<file path="config.mk">
export PLATFORM = sky130hd
export DESIGN_NAME = color_classifier
export DESIGN_NICKNAME = d
export VERILOG_FILES = /design/src/rtl/color_classifier.sv
export SDC_FILE = /design/constraint.sdc
export NUM_CORES = 1
export LEC_CHECK = 0
export BUFFER_PORTS_ARGS = -buffer_cell sky130_fd_sc_hd__buf_2
export CAP_MARGIN = 20
export CORE_MARGIN = 8
export CORE_UTILIZATION = 45
export DETAILED_ROUTE_END_ITERATION = 10
export PLACE_DENSITY_LB_ADDON = 0.3
export SLEW_MARGIN = 10
export SYNTH_ARGS = -nofsm -noshare
export SYNTH_HDL_FRONTEND = slang
export SYNTH_SLANG_ARGS = --single-unit
export TNS_END_PERCENT = 5
</file>
<file path="constraint.sdc">
create_clock -name clk -period 6.85 [get_ports clk]
set_input_delay 1.0275 -clock clk [delete_from_list [all_inputs] [get_ports clk]]
set_output_delay 1.0275 -clock clk [all_outputs]
set_load 0.05 [all_outputs]
</file>
<file path="src/rtl/color_classifier.sv">
// color_classifier: periodic RGB sampler that commits the dominant color after repeated agreement.
// Optional macro COLOR_CLASS_HOLD_EN: when defined, dark samples leave the classification history and committed color untouched.
module color_classifier #(
   parameter int unsigned SAMPLE_PERIOD = 25000000,
   parameter int unsigned STABLE_COUNT  = 3,
   parameter int unsigned MIN_LEVEL     = 16,
   parameter int unsigned DOM_MARGIN    = 8
)(
   input  logic        clk,
   input  logic        rst,
   input  logic [15:0] red_norm,
   input  logic [15:0] green_norm,
   input  logic [15:0] blue_norm,
   input  logic        luz,
   output logic [1:0]  color,
   output logic        color_valid,
   output logic        stable,
   output logic        dark
);
   typedef enum logic [1:0] {S_WAIT, S_CAPTURE, S_EVAL, S_UPDATE} state_t;
   state_t state, state_next;
   logic [31:0] timer;
   logic        timer_done;
   logic [15:0] cap_r, cap_g, cap_b;
   logic        cap_luz;
   logic [1:0]  cand, prev, cand_calc;
   logic [3:0]  run, run_next;
   logic        r_top, g_top, commit, hold;
   logic [15:0] top, sec;
   logic [16:0] lead;
`ifdef COLOR_CLASS_HOLD_EN
   assign hold = cap_luz;
`else
   assign hold = 1'b0;
`endif
   assign timer_done = timer == 32'(SAMPLE_PERIOD - 1);
   // state register
   always_ff @(posedge clk) begin
      if (!rst) state <= S_WAIT;
      else state <= state_next;
   end
   // sequencing plus candidate selection and run-length bookkeeping
   always_comb begin
      state_next = state;
      state_next = (state == S_WAIT)    ? (timer_done ? S_CAPTURE : S_WAIT) :
                   (state == S_CAPTURE) ? S_EVAL :
                   (state == S_EVAL)    ? S_UPDATE : S_WAIT;
      r_top = cap_r >= cap_g && cap_r >= cap_b;
      g_top = !r_top && cap_g >= cap_b;
      top = r_top ? cap_r : g_top ? cap_g : cap_b;
      sec = r_top ? (cap_g >= cap_b ? cap_g : cap_b) :
            g_top ? (cap_r >= cap_b ? cap_r : cap_b) :
                    (cap_r >= cap_g ? cap_r : cap_g);
      lead = {1'b0, top} - {1'b0, sec};
      cand_calc = cap_luz                  ? 2'd0 :
                  top < 16'(MIN_LEVEL)     ? 2'd0 :
                  lead < 17'(DOM_MARGIN)   ? 2'd0 :
                  r_top ? 2'd1 : g_top ? 2'd2 : 2'd3;
      run_next = (cand == prev) ? (run == 4'd15 ? 4'd15 : run + 4'd1) : 4'd1;
      commit = !hold && run_next >= 4'(STABLE_COUNT) && cand != color;
   end
   // datapath: timer, capture, candidate, history and committed outputs
   always_ff @(posedge clk) begin
      if (!rst) begin
         timer       <= '0;
         cap_r       <= '0;
         cap_g       <= '0;
         cap_b       <= '0;
         cap_luz     <= 1'b0;
         cand        <= 2'd0;
         prev        <= 2'd0;
         run         <= '0;
         color       <= 2'd0;
         color_valid <= 1'b0;
         stable      <= 1'b0;
         dark        <= 1'b0;
      end else begin
         color_valid <= 1'b0;
         timer <= (state == S_WAIT && !timer_done) ? timer + 32'd1 : 32'd0;
         if (state == S_CAPTURE) begin
            cap_r   <= red_norm;
            cap_g   <= green_norm;
            cap_b   <= blue_norm;
            cap_luz <= luz;
            dark    <= luz;
         end
         if (state == S_EVAL && !hold) cand <= cand_calc;
         if (state == S_UPDATE) begin
            stable <= commit || cand == color;
            if (!hold) begin
               run  <= run_next;
               prev <= cand;
            end
            if (commit) begin
               color       <= cand;
               color_valid <= 1'b1;
            end
         end
      end
   end
endmodule

</file>
# --- Yosys cells after proc, flatten, opt, wreduce, memory -nomap -nowiden ---
# Cells that the tools add are included.
word_totals:
  register_bits: 95
  latchBits: 0
  ramBits: 0
  rom_bits: 0
  input_bits: 51
  out_inout_bits: 5
  memories: 0
classes:
  n_addsub: 3
  n_mul: 0
  div: 0
  magnitude_cmp: 6
  eq_ne: 8
  shift: 0
  muxes: 19
  n_bitwise: 0
  reduce_logical: 11
ops:
  columns: ["op", "n"]
  rows:
  - ["2-to-1 mux 16 bit", 7]
  - [">= comparator 16 bit", 3]
  - ["adder 32 x 1 -> 32 bit, second input constant", 1]
  - ["equality test 32 x 25 -> 1 bit, second input constant", 1]
  - ["< comparator 17 x 4 -> 1 bit, second input constant", 1]
  - ["subtractor 16 x 16 -> 17 bit", 1]
  - ["< comparator 16 x 5 -> 1 bit, second input constant", 1]
  - ["2-to-1 mux 2 bit", 7]
  - ["2-to-1 mux 4 bit", 2]
  - ["AND reduction 2 bit", 3]
  - ["adder 4 x 1 -> 4 bit, second input constant", 1]
  - ["equality test 2 bit", 2]
  - ["equality test 2 bit, second input constant", 2]
  - ["equality test 4 bit, second input constant", 1]
  - [">= comparator 4 x 2 -> 1 bit, second input constant", 1]
  - ["logical AND 1 bit", 4]
  - ["2-to-1 mux 1 bit", 3]
  - ["equality test 2 x 1 -> 1 bit, second input constant", 1]
  - ["zero test 1 bit", 2]
  - ["zero test 2 bit", 1]
  - ["!= test 2 bit", 1]
  - ["logical OR 1 bit", 1]

# --- Depth between registers and ports, before layout ---
# Gate-level depths: netlist of run 1.
logic_depth:
  depth_word: 11
  depth_mapped: 27
  ltp_nobuf: 23

# --- Worst setup path before layout of run 1 ---
# OpenSTA, ideal clock, no wires.
synth_timing:
  path_type: "reg2reg"
  start: "register cap_g[0]"
  end: "register cand[1]"
  t_arrival_ns: 5.007
  path_slack_ns: 1.725
  stages_incl_launch_ff: 26
  path_cell_list: "dfxtp_1 inv_1 ha_1 nor2b_1 o21ai_0 a211oi_1 o21ai_0 clkbuf_1 clkbuf_1 clkbuf_1 nor2_1 a21oi_1 clkbuf_1 o221ai_1 ha_1 a21oi_1 o21ai_0 a21o_1 a21oi_1 o221ai_1 a21o_1 a41oi_1 xnor2_1 a41oi_1 nand4_1 a32o_1"
synth_between:
  elab_chain_cells: 11
  word_cells_on_any_way: 18
  classes_between: "1 x add/sub; 4 x order compare; 10 x mux; 3 x reduce/logical"
synth_lines:
  columns: ["element", "line_no", "text"]
  rows:
  - ["from (decl)", "24", "logic [15:0] cap_r, cap_g, cap_b;"]
  - ["from (signal assigned)", "82", "cap_g <= green_norm;"]
  - [">= comparator 16 bit", "48, 53", null]
  - ["logical AND 1 bit", "48", "r_top = cap_r >= cap_g && cap_r >= cap_b;"]
  - ["zero test 1 bit", "49", "g_top = !r_top && cap_g >= cap_b;"]
  - ["logical AND 1 bit", "49", null]
  - ["2-to-1 mux 16 bit, on equally long branches", "50, 52", null]
  - ["2-to-1 mux 16 bit, on equally long branches", "50, 51", null]
  - ["subtractor 16 x 16 -> 17 bit", "54", "lead = {1'b0, top} - {1'b0, sec};"]
  - ["< comparator 17 x 4 -> 1 bit", "57", "lead < 17'(DOM_MARGIN) ? 2'd0 :"]
  - ["2-to-1 mux 2 bit", "57", null]
  - ["2-to-1 mux 2 bit *", "56", "top < 16'(MIN_LEVEL) ? 2'd0 :"]
  - ["2-to-1 mux 2 bit *", "55", "cand_calc = cap_luz ? 2'd0 :"]
  - ["to (signal assigned)", "87", "if (state == S_EVAL && !hold) cand <= cand_calc;"]
  - ["to (decl)", "26", "logic [1:0] cand, prev, cand_calc;"]
# Every way passes the cells marked *; elsewhere a longest branch is shown, timed or not.
# A chain may end at the register's enable or synchronous reset.

# --- Worst setup path in the final report of run 1 ---
layout_timing:
  start: "register cap_g[13]"
  end: "register cand[1]"
# The elaborated chain is that of the path after synthesis.

==> results of run 1 <==
[critical path: stages (launching register included)]
cell       delay [ns]
dfxtp_1          0.39
inv_1            0.08
ha_1             0.29
nand4_1          0.20
nor4_1           0.41
o211ai_1         0.19
o211ai_2         0.19
and2_4           0.40
inv_1            0.16
mux2_2           0.44
o221ai_1         0.23
ha_1             0.35
xor2_1           0.19
a2111oi_0        0.56
o32ai_1          0.16
a211oi_1         0.20
nand3_1          0.11
a311o_1          0.32
nor4_1           0.28
nand4_1          0.16
a32o_1           0.28
[cells by family after synthesis]
kind of cell	share of synthesized area, %
AOI/OAI and AO/OA	15.99
xor gates and xnor gates	4.954
adders and majority gates	13.39
buffers and inverters	5.011
DFF	29.07
muxes	9.067
and+or+nand+nor	22.51
[cells in the final DEF, fill, tap and decap left out, types with 5 or more instances in the layout]
cell type  synthesis  layout
o21ai_0           34      33
nand3_1           25      25
nor2_1            73      73
mux2i_1           57      57
a21oi_1           47      47
buf_2              1      55
nor4_1             9       9
nor3_1            10      10
dfxtp_1           95      95
o221ai_1          16      16
ha_1              70      69
a21o_1            10      10
a211oi_1           7       7
xor2_1            24      24
and3_1            11      11
nand2_1           68      68
clkbuf_16          0       9
o211ai_1           5       5
nand4_1           18      18
nor2b_1           58      58
a31oi_1            6       6
xnor2_1           13      13
inv_1             51      51
[area by class of cell]
type | instances | area share (%)
Sequential cell | 95 | 26.23
Clock buffer | 10 | 3.158
Clock inverter | 6 | 1.035
Timing Repair Buffer | 59 | 4.211
Tap cell | 184 | 3.175
Inverter | 51 | 2.640
Multi-Input combinational cell | 613 | 59.55
[sequential cells by signal (all words and copies together), names as in the netlist]
signal       flops
cand             2
cap_b           16
cap_g           16
cap_luz          1
cap_r           16
color            2
color_valid      1
prev             2
run              4
stable           1
state            2
timer           32
[worst min path at each step]
stage | end | slack (ns) | depth (start not counted)
after detailed placement | timer[0]$_SDFF_PN0_ | 0.46 | 1
final | timer[0]$_SDFF_PN0_ | 0.47 | 1
after global placement | timer[0]$_SDFF_PN0_ | 0.44 | 1
after global routing | timer[0]$_SDFF_PN0_ | 0.52 | 1
after floorplan | timer[0]$_SDFF_PN0_ | 0.43 | 1
after CTS | timer[0]$_SDFF_PN0_ | 0.48 | 1
[where the power goes]
part	total (mW)	leakage, nW	internal, mW	switching, mW
clock	0.524	0.146	0.289	0.235
combinational	0.0307	2.01	0.0166	0.0141
sequential	0.555	0.765	0.553	0.00130
total	1.11	2.92	0.859	0.250
[stage by stage]
step,util (%),setup slack [ns],power (mW),std cells
after floorplan,-,1.725,0.5803,793
after global placement,48.29,1.212,0.5987,1001
after detailed placement,48.29,1.113,0.5986,1001
after CTS,50.41,1.047,1.121,1017
after global routing,50.46,0.7476,1.144,1018
final,50.46,1.154,1.109,1018
[metal layers]
layer	routed length, µm	up-vias
met4	238	0
met2	7151	150
li1	-	2885
met3	951	16
met1	7827	2589
met5	0	-
==> flow_metrics.tcl, run 1 <==
set metrics [dict create \
    layout-drive-gt1-share_pct 10.55 \
    hold_class "reg2reg" \
    fp-row-count 44 \
    clk_path_buf_depth 2 \
    reg2reg_slack_ns 1.15 \
    syn_avg_cell_area_um2 8.249 \
    whs_ns 0.4687 \
    fin_crit_ns 5.696 \
    die_w_um 136.6 \
    min_period_over_period_pct 83.15 \
    rr_endpoint "cand[1]$_SDFFE_PN0N_" \
    port_buffers 55 \
    postCtsSetupBuffers 0 \
    crit_type "reg2reg" \
    synth_edf_count 0 \
    max_freq_mhz 175.6 \
    fill_cells 1397 \
    yosysWarningCount 0 \
    die_y_um 136.6 \
    cts_sinks 95 \
    dieArea_um2 18650 \
    outcome "completed" \
    wl_per_cell_um 15.88 \
    diodes 0 \
    grt_pass1_wl_um 27340 \
    cap_violations 0 \
    track_usage_pct 18.18 \
    fin_area_um2 7251 \
    antenna_left 0 \
    start_util_pct 45.52 \
    ctsHoldBuffers 0 \
    worstPathArrival_ns 5.94 \
    power_density_nw_per_um2 153.0 \
    cts_resized 0 \
    crit_end "cand[1]$_SDFFE_PN0N_" \
    slew_viol_final 0 \
    gp_congestion 0.9269 \
    grt_max_degree 66 \
    netlist_top_cells_count "dfxtp_1, nor2_1, ha_1" \
    cts_inserted_buffers 9 \
    setup_viol 0 \
    synthFlopType "dfxtp_1" \
    crit_required_ns 7.10 \
    placed_area_um2 6939 \
    ys_types 62 \
    ys_async_sr_fraction_pct 0 \
    vdd_drop_max_v 0.0001380 \
    p_leak_nw 2.918 \
    drc 0 \
    synthTopCellsByArea "dfxtp_1, ha_1, mux2i_1" \
    setup-tns-final_ns 0 \
    multi_input_area_um2 4318 \
    hpwl_um 12240 \
    drtIter0Drc 382 \
    cts.htree.levels 3 \
    synth-seq-cells 95 \
    via_per_inst 5.540 \
    core-area_um2 14370 \
    startpoint "cap_g[13]$_SDFFE_PN0N_" \
    worstMarginPinSlew_ns 1.020 \
    clockRootBuffer "clkbuf_16" \
    fin_worst_skew_ns 0.008200 \
    grt_pass1_vias 5577 \
    cts_tree "yes" \
    insertion_delay_ns 0.36 \
    start_kind "flop" \
    grt_use_met2_pct 28.60 \
    synth_area_leader_cell "dfxtp_1" \
    wirelength_um 16170 \
    rsz0062_at_grt "no" \
    slew-limit-headroom_pct 31.80 \
    clkSlewWorstSetupHoldPaths_ns 0.07 \
    grtUsageMet3_pct 4.038 \
    post-synth-top-area-fraction_pct 29.07 \
    overflow 0 \
    grt_util_met1_pct 24.08 \
    yosysMostFrequentCell "dfxtp_1" \
    hold_violations 0 \
    seqCellArea_um2 1902 \
    nNetsFinal 950 \
    syn_nets 914 \
    drtPass1Iterations 5 \
    busiest_layer "met2" \
    syn2layout_area_growth_pct 10.85 \
    rr_worst_depth 20 \
    dr_total_vias 5640 \
    worstReg2RegStart "cap_g[13]$_SDFFE_PN0N_" \
    end_kind "flop" \
    synthCells 793 \
    worst-path-max-fanout 34 \
    antenna_found_initial 0 \
    hold_path_startpoint "timer[0]$_SDFF_PN0_" \
    synth_area_um2 6541 \
    yosysSeqAreaShare_pct 29.07 \
    io_pins 56 \
]
Power figures use the tool's default switching activity.
==> inputs of run 2 (changes only) <==
clock period = 5.2 ns   (was 6.85 ns; I/O delays follow)
==> flow_metrics.tcl, run 2 (synthesis gave the netlist of run 1 again) <==
set metrics [dict create \
    final_common_cell "dfxtp_1" \
    nNetsFinal 964 \
    rsz0062_at_grt "no" \
    hold_class "reg2reg" \
    largest_register_ff_count 32 \
    grt_pass1_wl_um 26550 \
    min_period_over_period_pct 94.37 \
    fin_crit_ns 4.907 \
    fill_cells 1354 \
    start_util_pct 45.52 \
    track_usage_pct 17.73 \
    placed_area_um2 7037 \
    worstPathArrival_ns 5.15 \
    syn2layout_area_growth_pct 13.37 \
    insertion_delay_ns 0.35 \
    start_kind "flop" \
    crit_type "reg2reg" \
    worstMarginPinSlew_ns 1.009 \
    fp-row-count 44 \
    io_pins 56 \
    worstReg2RegStart "cap_g[15]$_SDFFE_PN0N_" \
    vdd_drop_max_v 0.0001598 \
    clkSlewWorstSetupHoldPaths_ns 0.07 \
    startpoint "cap_g[15]$_SDFFE_PN0N_" \
    max_freq_mhz 203.8 \
    layout_common_cells "dfxtp_1, nor2_1, nand2_1, ha_1, nor2b_1" \
    wl_per_cell_um 15.83 \
    fin_util_pct 51.61 \
    overflow 0 \
    clk_path_buf_depth 2 \
    p_leak_nw 3.000 \
    gp_congestion 0.9067 \
    whs_ns 0.4752 \
    fin_ws_ns 0.2929 \
    cts_sinks 95 \
    crit_required_ns 5.44 \
    grt_pass1_vias 5275 \
    end_kind "flop" \
    cts_tree "yes" \
    setup-tns-final_ns 0 \
    slew-limit-headroom_pct 32.59 \
    worst-path-max-fanout 11 \
    layout-drive-gt1-share_pct 13.44 \
    cap_violations 0 \
    antenna_found_initial 0 \
    hpwl_um 12510 \
    hold_violations 0 \
    regMostFlops "timer" \
    cts.htree.levels 3 \
    grt_max_degree 66 \
    port_buffers 55 \
    die_y_um 136.6 \
    fin_area_um2 7416 \
    cts_inserted_buffers 9 \
    core-area_um2 14370 \
    slew_viol_final 0 \
    outcome "completed" \
    die_w_um 136.6 \
    clockRootBuffer "clkbuf_16" \
    dr_total_vias 5584 \
    wirelength_um 16340 \
    pre_cts_ws_ns 0.1032 \
    diodes 0 \
    via_per_inst 5.411 \
    power_density_nw_per_um2 193.1 \
    drtPass1Iterations 4 \
    antenna_left 0 \
    drc 0 \
    hold_path_startpoint "timer[0]$_SDFF_PN0_" \
    dieArea_um2 18650 \
    setup_viol 0 \
    drtIter0Drc 358 \
    fin_worst_skew_ns 0.008037 \
]
==> run 2: changes by cell type in the layout (fill, tap and decap cells not counted), sizes merged <==
cell,before,now
clkinvlp,1,0
clkinv,1,2
inv,54,55
bufinv,1,0
buf,59,73
==> run 2: final cells by class <==
cell class / count / area [µm²] / share of cell area (%)
tap: 184 / 230.2 / 3.104
sequential: 95 / 1902 / 25.65
clock buffer: 10 / 239.0 / 3.223
clock inverter: 6 / 57.56 / 0.7761
inverter: 51 / 191.4 / 2.581
timing repair buffer: 73 / 410.4 / 5.534
multi-input combinational: 613 / 4385 / 59.14
==> run 2: path summary, 6_finish.rpt <==
check	end	cells after the start	slack (ns)
worst max-delay path	cand[0]$_SDFFE_PN0N_	23	0.29
worst max register to register	cand[0]$_SDFFE_PN0N_	23	0.29
worst min-delay path	timer[0]$_SDFF_PN0_	1	0.48
worst min register to register	timer[0]$_SDFF_PN0_	1	0.48
==> run 2: timing repair <==
item	in CTS	in global routing
hold buffers	0	0
endpoints found under the setup margin	0	2
setup buffers	0	2
gates resized for setup	0	14
==> run 2: through the flow <==
| stage | std cells | total power, mW |
|---|---|---|
| after global routing | 1032 | 1.486 |
| after floorplan | 793 | 0.7645 |
| after CTS | 1030 | 1.452 |
| after detailed placement | 1014 | 0.7893 |
| after global placement | 1014 | 0.7890 |
| final | 1032 | 1.432 |
==> run 2: power by group <==
| group | total [mW] | internal (mW) | switching, mW |
|---|---|---|---|
| combinational | 0.0408 | 0.0221 | 0.0187 |
| sequential | 0.731 | 0.729 | 0.00177 |
| clock | 0.661 | 0.349 | 0.311 |
==> run 2: routing by layer <==
layer,vias to the layer above,GRT usage (%),part of all wire (%)
li1,2908,-,-
met1,2550,24.13,50
met2,105,27.16,44
met3,21,3.634,4.0
met4,0,6.223,1.7
met5,-,0,0
==> run 2: worst max-delay path, cell delays in order, from the launching register on <==
cell and delay [ns]:
dfxtp_1 0.41, inv_1 0.09, ha_1 0.30, nand4_1 0.20, nor4_2 0.36, o211ai_1 0.15
o211ai_2 0.15, and2_4 0.20, inv_1 0.07, mux2_2 0.31, buf_4 0.20, o221ai_1 0.28
ha_1 0.31, a21o_1 0.16, a21oi_1 0.14, inv_1 0.06, a21oi_1 0.13, o21ai_0 0.08
nand3_1 0.13, nand3_1 0.08, a311o_1 0.33, nor4_2 0.22, nand4_1 0.14, a32o_1 0.27
